===== config.mk =====
export PLATFORM = sky130hd
export DESIGN_NAME = first_one_iterator
export DESIGN_NICKNAME = d
export VERILOG_FILES = /design/src/rtl/first_one_iterator.sv
export SDC_FILE = /design/constraint.sdc
export NUM_CORES = 1
export LEC_CHECK = 0
export CAP_MARGIN = 20
export CORE_MARGIN = 2
export CORE_UTILIZATION = 42
export DETAILED_ROUTE_END_ITERATION = 10
export PLACE_DENSITY_LB_ADDON = 0.2
export SLEW_MARGIN = 20
export SYNTH_ARGS = -nofsm -noshare
export SYNTH_HDL_FRONTEND = slang
export SYNTH_SLANG_ARGS = --single-unit

===== constraint.sdc =====
create_clock -name clock -period 2.3 [get_ports clock]
set_input_delay 0.46 -clock clock [delete_from_list [all_inputs] [get_ports clock]]
set_output_delay 0.46 -clock clock [all_outputs]
set_load 0.03 [all_outputs]

===== src/rtl/first_one_iterator.sv =====
// first_one_iterator: walks every set bit of an accepted vector, LSB first,
// emitting one one-hot beat per set bit on a valid/ready output handshake.
// Optional feature macro: FIRST_ONE_ITERATOR_INDEX_EN adds the binary
// first_one_index output and its one-hot to binary encoder.
module first_one_iterator #(
    parameter int WIDTH = 8,
    localparam int INDEX_WIDTH = $clog2(WIDTH)
) (
    input  logic                   clock,
    input  logic                   reset,
    input  logic [WIDTH-1:0]       data,
    input  logic                   data_valid,
    output logic                   data_ready,
    output logic [WIDTH-1:0]       first_one,
    output logic                   first_one_valid,
    input  logic                   first_one_ready,
    output logic                   first_one_last,
`ifdef FIRST_ONE_ITERATOR_INDEX_EN
    output logic [INDEX_WIDTH-1:0] first_one_index,
`endif
    output logic                   busy
);

    typedef enum logic {
        IDLE  = 1'b0,
        DRAIN = 1'b1
    } state_t;

    localparam logic [WIDTH-1:0] ONE = {{(WIDTH-1){1'b0}}, 1'b1};

    state_t           state;
    state_t           state_next;
    logic [WIDTH-1:0] pending;
    logic [WIDTH-1:0] pending_next;
    logic [WIDTH-1:0] lowest_bit;
    logic [WIDTH-1:0] remaining;

    // Isolate the lowest pending bit and the vector left once it is cleared
    always_comb begin
        lowest_bit = pending & (~pending + ONE);
        remaining  = pending & (pending - ONE);
    end

    // State and pending-vector registers; reset drops any vector mid-drain
    always_ff @(posedge clock) begin
        if (reset) begin
            state   <= IDLE;
            pending <= '0;
        end else begin
            state   <= state_next;
            pending <= pending_next;
        end
    end

    // Next-state logic and outputs, all derived from registered state
    always_comb begin
        state_next      = state;
        pending_next    = pending;
        data_ready      = 1'b0;
        busy            = 1'b0;
        first_one_valid = 1'b0;
        first_one       = '0;
        first_one_last  = 1'b0;
        case (state)
            IDLE: begin
                data_ready = 1'b1;
                if (data_valid && (data != '0)) begin
                    pending_next = data;
                    state_next   = DRAIN;
                end
            end
            DRAIN: begin
                busy            = 1'b1;
                first_one_valid = 1'b1;
                first_one       = lowest_bit;
                first_one_last  = (remaining == '0);
                if (first_one_ready) begin
                    if (remaining == '0) begin
                        pending_next = '0;
                        state_next   = IDLE;
                    end else begin
                        pending_next = remaining;
                    end
                end
            end
            default: begin
                pending_next = '0;
                state_next   = IDLE;
            end
        endcase
    end

`ifdef FIRST_ONE_ITERATOR_INDEX_EN
    // Encode the one-hot beat into its bit position (0 while idle)
    always_comb begin
        first_one_index = '0;
        for (int i = 0; i < WIDTH; i++) begin
            if (first_one[i]) begin
                first_one_index = INDEX_WIDTH'(i);
            end
        end
    end
`endif

endmodule


==> impl_summary.txt <==
----------------------------------------------------
[Status]
  Result of the run ... complete, but fails checks
  Failing checks ... negative setup slack

[Yosys]
  Post-Synthesis Mean Instance Area ... 7.93 um^2
  Synthesized netlist cell count ... 79
  Most instantiated flip-flop cell in the synthesis netlist ... sky130_fd_sc_hd__dfxtp_1
  Most frequent cell after synthesis ... sky130_fd_sc_hd__dfxtp_1
  Unique cell type count in the Yosys netlist ... 34
  Synth top area share ... 28.7%
  Most area-consuming cells after synthesis ... sky130_fd_sc_hd__dfxtp_1, sky130_fd_sc_hd__or4_4, sky130_fd_sc_hd__nand3b_1
  Cell type contributing the most total cell area after synthesis ... sky130_fd_sc_hd__dfxtp_1
  Summed instance area of the synthesized netlist ... 627 um^2
  Count of synthesis-stage warnings from yosys ... 0
  Syn Nets ... 91
  Synth async-reset ratio ... 0%
  Top cell types by occurrence after synthesis ... sky130_fd_sc_hd__dfxtp_1, sky130_fd_sc_hd__nand2_1, sky130_fd_sc_hd__nor2_1
  Count of flip-flops with a built-in enable after synthesis ... 0
  Sequential share of the synthesized area ... 28.7%
  Post-synthesis sequential element count ... 9

[Placed design]
  Cell Area, Placed ... 895 um^2
  IO buf count ... 23
  HPWL after DPL ... 1.42 mm
  Weighted congestion reported at the end of routability-driven placement ... 0.883
  Pre-CTS setup slack ... 154 ps

[Layout]
  Post-route cell area ... 937 um^2
  Count of antenna diodes in the layout ... 0
  Count of fill cells added during filler insertion ... 115
  Ratio of cells with drive above 1 in the final layout ... 20.6%
  Growth of design area from synthesis to finish ... 49.5%
  Final core utilization ... 69.4%
  Final-stage net count ... 120

[Floorplan]
  Effective utilization at floorplan ... 46.4%
  Overall die width ... 42.6 um
  IO Count ... 24
  Full die area ... 1820 um^2
  FP Rows ... 13
  Core area ... 1350 um^2
  Vertical extent of the die ... 42.6 um

[Routing]
  Final Routed Wirelength ... 1.83 mm
  Antenna violation net count after detailed routing ... 0
  Wirelength per Cell ... 15.0 um
  Pre-Repair DR Iteration Count ... 4
  Number of DRC markers after the initial detailed-route iteration ... 30
  DR DRC count ... 0
  Via-to-Cell Ratio ... 6.07
  Via total after detailed routing ... 741

[Global route]
  Gr usage total ... 22.6%
  Wire length of the first global-routing pass ... 3.17 mm
  Total grt overflow ... 0
  Number of antenna violations at the first check in global routing ... 0
  Via count of the first global-routing pass ... 700
  Pin count of the biggest net entering global routing ... 14

[Worst setup path]
  Launch point of the worst path ... pending[1]
  Worst Setup Start Kind ... register
  Worst Path Required ... 1840 ps
  Critical path data arrival time ... 1970 ps
  Critical path capture point type ... output pin
  Highest fanout seen on the critical path ... 4
  Crit Path Class ... reg2out
  Startpoint of the lowest-slack register-to-register path ... pending[1]

[Power]
  Leakage power figure ... 0.000356 uW
  Worst VDD drop ... 0.313 mV
  Pwr dens ... 544 nW/um^2
  Cell internal power dissipation ... 331 uW
  Part of the total power dissipated in sequential elements ... 37.0%
  Part of the total power dissipated in the clock network ... 24.5%
  Share of power burned in combinational logic ... 38.4%
  NetSw ... 179 uW
  Switching power as a share of total power ... 35.1%

[Job]
  Max Cap Viol ... 0

[CTS]
  H-tree lvl count ... 1
  Clock buffer count from CTS ... 3
  CTS clk-pin slew, worst paths ... 60 ps
  Maximum number of buffers from clock root to sink ... 2
  Number of sinks handled by clock tree synthesis ... 9
  Count of buffers added by post-CTS timing repair for setup ... 0
  Clock latency on the worst-skew pair ... 260 ps
  Clk Tree Root Cell ... sky130_fd_sc_hd__clkbuf_4
  TritonCTS clock tree ... done

[STA]
  Setup repair after global routing missed its margin ... yes
  Relative slew slack ... 72.5%
  Final clock period utilization by the worst path ... 106%
  Post-route worst hold slack ... 531 ps
  Pin slew with the least headroom to its limit ... 412 ps
  Setup-violating endpoint count in the final report ... 1
  Worst Clk Skew ... 0.261 ps
  Time the worst path needs with I/O delays and setup ... 2430 ps
  Max-slew violation count ... 0
  Hold violation count in the final report ... 0
  Final worst setup slack ... -131 ps
  Highest clock rate ... 411 MHz
  Sum of negative setup slack ... -131 ps

[Hold path]
  Startpoint of the lowest-slack hold path ... pending[4]
  Class of the worst hold path ... reg2reg

----------------------------------------------------
-- stage by stage --
step                cells  total power, uW
global route          122              536
floorplan              79              303
finish                122              509
detailed placement    118              377
global placement      118              373
CTS                   122              512
-- worst max-delay path, stage by stage (launching register included) --
cell                      delay [ps]
sky130_fd_sc_hd__dfxtp_2         340
sky130_fd_sc_hd__or4_4           550
sky130_fd_sc_hd__or4_4           450
sky130_fd_sc_hd__a31oi_4         210
sky130_fd_sc_hd__buf_6           160
-- layout by cell type (no fill, tap or decap), drive strengths merged, types with 2 or more instances in the layout --
master / n
a211oi: 2
nor2: 6
o21ai: 6
buf: 10
clkbuf: 4
clkdlybuf4s50: 19
nand2b: 3
nand2: 6
nor3: 2
a2bb2oi: 2
nand3b: 4
a311oi: 2
and4b: 2
a31oi: 2
or4: 4
a21oi: 4
and3: 2
nand3: 3
a22oi: 2
dfxtp: 9
-- layout make-up --
type	instances	area (um^2)	area share [%]
well taps	15	18.8	2.00
repair buffers	30	278	29.6
multi-input cells	62	422	45.0
clock buffers	4	26.3	2.80
flip-flops and latches	9	185	19.8
inverters	2	7.51	0.801
-- per-layer routing --
layer / up-vias / GRT usage (%) / wire [um]
met3: 4 / 3.02 / 121
met2: 34 / 37.9 / 918
met1: 346 / 28.0 / 764
met5: - / 0 / 0
li1: 357 / - / -
met4: 0 / 10.6 / 31
-- cells by family after synthesis --
family	synth area share [%]
flip-flops	28.7
buffers and inverters	5.39
adder cells (fa/ha/maj)	1.60
AND/OR/NAND/NOR	35.9
AO/OA/AOI/OAI	28.3
-- path summary, 6_finish.rpt --
check / endpoint / slack (ps) / cells past startpoint
hold reg to reg: pending[4] / 530 / 2
setup reg to reg: state / 640 / 4
hold / removal: pending[4] / 530 / 2
setup / recovery: first_one_last / -130 / 4
-- power groups by stage --
stage                     sequential, uW  combinational [uW]  clock [uW]
after floorplan                      186                 117           0
after global placement               190                 183           0
after detailed placement             191                 186           0
after CTS                            187                 194         130
after global routing                 192                 210         135
final                                189                 196         125
-- registers in the layout, indices dropped and copies added (netlist names) --
signal	count
pending	8
state	1
-- what timing repair did --
| item | CTS | global route |
|---|---|---|
| pin swaps | 0 | 2 |
| endpoints found under the setup margin | 3 | 6 |
| gates resized for setup | 4 | 3 |
| hold buffers | 0 | 0 |
Note: power is estimated with default switching activity, not from simulation.
